### config.mk
export PLATFORM = sky130hd
export DESIGN_NAME = alu_bist_scheduler
export DESIGN_NICKNAME = d
export VERILOG_FILES = /design/src/rtl/alu_bist_scheduler.sv
export SDC_FILE = /design/constraint.sdc
export NUM_CORES = 1
export LEC_CHECK = 0
export ABC_AREA = 1
export BUFFER_PORTS_ARGS = -buffer_cell sky130_fd_sc_hd__buf_2
export CORE_MARGIN = 1
export CORE_UTILIZATION = 53
export DETAILED_ROUTE_END_ITERATION = 10
export PLACE_DENSITY = 0.79
export SETUP_SLACK_MARGIN = 0.3
export SKIP_LAST_GASP = 1
export SLEW_MARGIN = 20
export SYNTH_ARGS = -nofsm -noshare
export SYNTH_HDL_FRONTEND = slang
export SYNTH_SLANG_ARGS = --single-unit
### constraint.sdc
create_clock -name clk -period 2.05 [get_ports clk]
set_input_delay 0.41 -clock clk [delete_from_list [all_inputs] [get_ports clk]]
set_output_delay 0.41 -clock clk [all_outputs]
set_load 0.005 [all_outputs]
### src/rtl/alu_bist_scheduler.sv
// Online BIST sequencer for the primary ALU: schedules sessions, handshakes a
// pipeline stall, walks 8 test vectors and latches a sticky fault on mismatch.
module alu_bist_scheduler #(
  parameter int PERIOD      = 1024,
  parameter int ACK_TIMEOUT = 16,
  parameter int CNT_W       = 8
) (
  input  logic             clk,
  input  logic             rst,
  input  logic             bist_enable,
  input  logic             bist_start,
  input  logic             stall_ack,
  input  logic             clear_fault,
  input  logic [31:0]      alu_result,
  output logic             stall_req,
  output logic             test_en,
  output logic [2:0]       test_counter,
  output logic             bist_busy,
  output logic             bist_done,
  output logic             fault_latched,
  output logic [2:0]       fault_vector,
  output logic [CNT_W-1:0] pass_count,
  output logic [CNT_W-1:0] skip_count
);

  localparam int INT_W = (PERIOD > 1) ? $clog2(PERIOD) : 1;
  localparam int ACK_W = $clog2(ACK_TIMEOUT + 1);
  localparam logic [INT_W-1:0] INT_LAST = INT_W'(PERIOD - 1);
  localparam logic [ACK_W-1:0] ACK_LAST = ACK_W'(ACK_TIMEOUT - 1);
  localparam logic [CNT_W-1:0] CNT_MAX  = {CNT_W{1'b1}};

  typedef enum logic [1:0] {
    S_IDLE     = 2'd0,
    S_WAIT_ACK = 2'd1,
    S_TEST     = 2'd2,
    S_DONE     = 2'd3
  } state_t;

  function automatic logic [31:0] golden(input logic [2:0] idx);
    case (idx)
      3'd0, 3'd1, 3'd2, 3'd3: golden = 32'hFFFF_FFFF;
      3'd4:                   golden = 32'h0000_0000;
      3'd5:                   golden = 32'hFFFF_FFFF;
      3'd6:                   golden = 32'hAAAA_AAAB;
      3'd7:                   golden = 32'h0000_0001;
      default:                golden = 32'h0000_0000;
    endcase
  endfunction

  state_t           state_r, state_s;
  logic [INT_W-1:0] int_cnt_r, int_cnt_s;
  logic [ACK_W-1:0] ack_cnt_r, ack_cnt_s;
  logic             sess_mis_r, sess_mis_s;
  logic             stall_req_r, stall_req_s;
  logic             test_en_r, test_en_s;
  logic [2:0]       test_counter_r, test_counter_s;
  logic             busy_r, busy_s;
  logic             done_r, done_s;
  logic             fault_r, fault_s;
  logic [2:0]       fault_vec_r, fault_vec_s;
  logic [CNT_W-1:0] pass_cnt_r, pass_cnt_s;
  logic [CNT_W-1:0] skip_cnt_r, skip_cnt_s;
  logic             mismatch_s;
  logic             trigger_s;

  // Next-state and next-output computation; every output is registered below.
  always_comb begin
    state_s        = state_r;
    int_cnt_s      = int_cnt_r;
    ack_cnt_s      = ack_cnt_r;
    sess_mis_s     = sess_mis_r;
    stall_req_s    = 1'b0;
    test_en_s      = 1'b0;
    test_counter_s = 3'd0;
    done_s         = 1'b0;
    fault_s        = fault_r;
    fault_vec_s    = fault_vec_r;
    pass_cnt_s     = pass_cnt_r;
    skip_cnt_s     = skip_cnt_r;
    mismatch_s     = (state_r == S_TEST) && (alu_result != golden(test_counter_r));
    trigger_s      = !fault_r &&
                     (bist_start || (bist_enable && (int_cnt_r == INT_LAST)));

    case (state_r)
      S_IDLE: begin
        if (trigger_s) begin
          state_s     = S_WAIT_ACK;
          stall_req_s = 1'b1;
          int_cnt_s   = {INT_W{1'b0}};
          ack_cnt_s   = {ACK_W{1'b0}};
        end else if (bist_enable && !fault_r) begin
          int_cnt_s = int_cnt_r + INT_W'(1'b1);
        end else begin
          int_cnt_s = int_cnt_r;
        end
      end
      S_WAIT_ACK: begin
        if (stall_ack) begin
          state_s     = S_TEST;
          stall_req_s = 1'b1;
          test_en_s   = 1'b1;
          sess_mis_s  = 1'b0;
        end else if (ack_cnt_r == ACK_LAST) begin
          // Hazard unit never drained: abandon quietly, no done pulse.
          state_s = S_IDLE;
          if (skip_cnt_r != CNT_MAX) begin
            skip_cnt_s = skip_cnt_r + CNT_W'(1'b1);
          end else begin
            skip_cnt_s = skip_cnt_r;
          end
        end else begin
          stall_req_s = 1'b1;
          ack_cnt_s   = ack_cnt_r + ACK_W'(1'b1);
        end
      end
      S_TEST: begin
        sess_mis_s = sess_mis_r | mismatch_s;
        if (test_counter_r == 3'd7) begin
          state_s = S_DONE;
          done_s  = 1'b1;
          if (!(sess_mis_r || mismatch_s) && (pass_cnt_r != CNT_MAX)) begin
            pass_cnt_s = pass_cnt_r + CNT_W'(1'b1);
          end else begin
            pass_cnt_s = pass_cnt_r;
          end
        end else begin
          stall_req_s    = 1'b1;
          test_en_s      = 1'b1;
          test_counter_s = test_counter_r + 3'd1;
        end
      end
      S_DONE: begin
        state_s = S_IDLE;
      end
      default: begin
        state_s = S_IDLE;
      end
    endcase

    // A mismatch outranks a simultaneous clear so a real fault is never lost.
    if (mismatch_s) begin
      fault_s = 1'b1;
      if (!fault_r || clear_fault) begin
        fault_vec_s = test_counter_r;
      end else begin
        fault_vec_s = fault_vec_r;
      end
    end else if (clear_fault) begin
      fault_s     = 1'b0;
      fault_vec_s = 3'd0;
    end else begin
      fault_s     = fault_r;
      fault_vec_s = fault_vec_r;
    end

    busy_s = (state_s != S_IDLE);
  end

  // State and output registers.
  always_ff @(posedge clk or posedge rst) begin
    if (rst) begin
      state_r        <= S_IDLE;
      int_cnt_r      <= {INT_W{1'b0}};
      ack_cnt_r      <= {ACK_W{1'b0}};
      sess_mis_r     <= 1'b0;
      stall_req_r    <= 1'b0;
      test_en_r      <= 1'b0;
      test_counter_r <= 3'd0;
      busy_r         <= 1'b0;
      done_r         <= 1'b0;
      fault_r        <= 1'b0;
      fault_vec_r    <= 3'd0;
      pass_cnt_r     <= {CNT_W{1'b0}};
      skip_cnt_r     <= {CNT_W{1'b0}};
    end else begin
      state_r        <= state_s;
      int_cnt_r      <= int_cnt_s;
      ack_cnt_r      <= ack_cnt_s;
      sess_mis_r     <= sess_mis_s;
      stall_req_r    <= stall_req_s;
      test_en_r      <= test_en_s;
      test_counter_r <= test_counter_s;
      busy_r         <= busy_s;
      done_r         <= done_s;
      fault_r        <= fault_s;
      fault_vec_r    <= fault_vec_s;
      pass_cnt_r     <= pass_cnt_s;
      skip_cnt_r     <= skip_cnt_s;
    end
  end

  assign stall_req     = stall_req_r;
  assign test_en       = test_en_r;
  assign test_counter  = test_counter_r;
  assign bist_busy     = busy_r;
  assign bist_done     = done_r;
  assign fault_latched = fault_r;
  assign fault_vector  = fault_vec_r;
  assign pass_count    = pass_cnt_r;
  assign skip_count    = skip_cnt_r;

endmodule

==> results by group <==
Pwr
  – Switching part of the total power: 39.04%
  – Switching power total: 0.001184 W
  – Power share of the combinational group: 44.7%
  – VDD IR max: 0.0009234 V
  – Seq pwr share: 38.0%
  – Pwr dens: 884.2 mW/mm^2
  – Int Pwr: 0.001848 W
  – Leakage: 1.764 nW
  – Clk network pwr share: 17.2%

Floorplan
  – Die width: 72.45 um
  – Die area: 0.005248 mm^2
  – Initial core utilization: 55.32%
  – CORE AREA: 0.004755 mm^2
  – Row cnt: 25
  – Die height: 72.45 um
  – # IOs: 65

Outcome
  – Status: finished clean

Finish
  – Filler Cells Inserted: 381
  – Final Net Count: 478
  – # diodes: 0
  – Commonest non-fill, non-tap cells in the layout: nand2_1, buf_2, nor2_1, dfrtp_1, inv_1
  – Area added between synthesis and finish: 30.40%
  – Post-route cell area: 0.003430 mm^2
  – Share of cells above drive strength 1: 33.88%
  – Most common cell after layout, fill and taps aside: nand2_1

GRT
  – Global route overflow: 0
  – Met3 GRT Util: 4.028%
  – Initial antenna violation count: 0
  – Number of global-route vias before repair: 2238
  – GR Util met2: 39.98%
  – Routing usage on met1: 29.11%
  – Most Crowded Layer GR: met2
  – First-pass GRT wire length: 9384 um
  – All-layer global routing usage: 22.72%
  – Pin count of the biggest net entering global routing: 46

Synth
  – Synthesized cell area: 0.002630 mm^2
  – Post-synthesis sequential area ratio: 42.82%
  – Cells after synthesis: 339
  – Mean area per synthesized cell: 7.758 um^2
  – Syn nets: 390
  – Distinct cells, synth: 28
  – Seq cells post-synth: 45
  – Yosys warns: 0

Routing
  – Drt total wl: 5971 um
  – DRC viols: 0
  – Drt wl/cell: 12.06 um
  – Vias: 2461
  – Initial DRC Count: 126
  – Vias per cell: 4.972
  – Antenna viol nets, final: 0
  – Drt pass-1 iters: 4

STA
  – Final setup TNS: 0 ns
  – Worst-Margin Slew: 0.5680 ns
  – Final setup fails: 0
  – Slew headroom: 62.13%
  – Slew Limit Fails: 0
  – Unrepaired setup endpoints after global routing: yes
  – Setup Skew: 0.002614 ns
  – Final hold vios: 0
  – F_max: 539.3 MHz
  – Post-layout min period: 1.854 ns
  – Tcrit/Tclk final: 90.46%

Critical path
  – R2r endpoint: pass_count[3]$_DFFE_PP0P_
  – FF-to-FF setup slack: 0.20 ns
  – R2R cell count: 12
  – Crit start category: flop
  – Crit path kind: flop to flop
  – Worst Setup End Kind: flop
  – Critical Path Fanout Max: 7
  – Worst r2r src: test_counter[0]$_DFF_PP0_
  – Req. time, crit path: 2.24 ns
  – Crit path DAT: 2.04 ns

Clock tree
  – CTS root buffer: clkbuf_8
  – Total CTS buffers: 5
  – Worst-path clk slew: 0.08 ns
  – Skew-Pair Late Insertion Delay: 0.29 ns
  – Clk buf depth: 2
  – H-tree depth: 2
  – CTS tree: built
  – Hold buffers post-CTS: 0
  – Clock Sinks: 45

Placed design
  – Area after DPL: 0.003050 mm^2
  – Port bufs: 64
  – Detailed placement HPWL: 4043 um
  – Routability congestion estimate: 0.8090

Job
  – MaxCap Viol Count: 0

Hold path
  – Hold Crit Class: primary input to async pin
==> metrics by stage <==
stage / utilization, % / hold WS (ns) / worst slack (ns) / cells / power [W]
2_1_floorplan: - / 0.4517 / 0.3123 / 339 / 0.001774
3_3_place_gp: 64.16 / 0.4625 / 0.1521 / 470 / 0.002014
3_5_place_dp: 64.16 / 0.4677 / 0.1105 / 470 / 0.002046
4_1_cts: 68.63 / 0.2621 / 0.2112 / 487 / 0.002751
5_1_grt: 72.13 / 0.2858 / 0.06029 / 495 / 0.003215
6_report: 72.13 / 0.2380 / 0.1956 / 495 / 0.003032
==> worst max path at each step <==
stage,start,endpoint,depth (start not counted)
6_report,test_counter[0]$_DFF_PP0_,pass_count[3]$_DFFE_PP0P_,12
5_1_grt,test_counter[0]$_DFF_PP0_,pass_count[3]$_DFFE_PP0P_,12
4_1_cts,test_counter[1]$_DFF_PP0_,pass_count[3]$_DFFE_PP0P_,13
3_5_place_dp,test_counter[1]$_DFF_PP0_,pass_count[3]$_DFFE_PP0P_,13
3_3_place_gp,test_counter[0]$_DFF_PP0_,pass_count[2]$_DFFE_PP0P_,13
2_1_floorplan,test_counter[0]$_DFF_PP0_,pass_count[2]$_DFFE_PP0P_,13
==> power groups by stage <==
stage	Clock [W]	Sequential, W	Combinational, W
after detailed placement	0	0.00115	0.000896
after floorplan	0	0.00114	0.000634
after global placement	0	0.00115	0.000867
after global routing	0.000561	0.00117	0.00148
final	0.000522	0.00115	0.00136
after CTS	0.000537	0.00114	0.00108
==> what timing repair did <==
| item | CTS | global route |
|---|---|---|
| resized for setup | 27 | 31 |
| pin swaps | 11 | 22 |
| gates cloned | 1 | 0 |
| buffers inserted | 8 | 8 |
| setup endpoints to repair | 21 | 32 |
==> worst max-delay path, cell delays in order, from the launching register on <==
cell	delay, ns
dfrtp_2	0.45
inv_2	0.09
ha_4	0.21
nor2_4	0.12
nand3_1	0.09
nand2_1	0.07
nand2_1	0.07
nor2_4	0.13
nand2_4	0.09
nand2_4	0.11
nand4_4	0.14
nand2_1	0.11
nand2_1	0.05
==> layout make-up <==
cell class,instances,area [um^2],area share (%)
sequential,45,1130,32.94
tap,67,83.83,2.444
multi-input combinational,251,1515,44.18
timing repair buffer,81,451.7,13.17
clock inverter,2,10.01,0.2919
clock buffer,6,72.57,2.116
inverter,43,166.4,4.852
==> cell usage after synthesis, drive strengths merged <==
cell / instances / area [um^2]
nand3: 21 / 105.1
or2: 2 / 12.51
nor3: 8 / 45.04
a21boi: 1 / 7.510
o211ai: 1 / 7.510
o21a: 2 / 15.01
o31ai: 2 / 15.01
and3: 1 / 6.260
xnor2: 6 / 52.55
nor2: 53 / 219.0
nand2: 93 / 356.6
nand4: 14 / 102.6
ha: 13 / 162.7
inv: 43 / 161.4
dfrtp: 45 / 1126
xor2: 13 / 113.9
a21oi: 6 / 41.29
clkbuf: 1 / 3.750
o22ai: 2 / 12.51
o21ai: 12 / 63.81
==> layer usage <==
metal | up-vias | wire length [um] | share of wire (%)
li1 | 1257 | - | -
met1 | 1153 | 2724 | 46
met2 | 43 | 3000 | 50
met3 | 8 | 183 | 3.1
met4 | 0 | 62 | 1.0
met5 | - | 0 | 0
==> cell families (layout without fill, tap and decap cells) <==
family | after synthesis | in the layout | share of synthesized area [%]
AO/OA/AOI/OAI | 26 | 27 | 6.184
XOR/XNOR | 19 | 19 | 6.327
adder cells (fa/ha/maj) | 13 | 13 | 6.185
buffers and inverters | 44 | 132 | 6.279
flip-flops | 45 | 45 | 42.82
AND/OR/NAND/NOR | 192 | 192 | 32.21
==> registers in the layout, summed over array words and instances (netlist names) <==
signal / count
test_en: 1
int_cnt_r: 10
sess_mis_r: 1
skip_count: 8
stall_req: 1
fault_latched: 1
pass_count: 8
ack_cnt_r: 5
test_counter: 3
bist_done: 1
fault_vector: 3
bist_busy: 1
state_r: 2
Power figures use the tool's default switching activity.
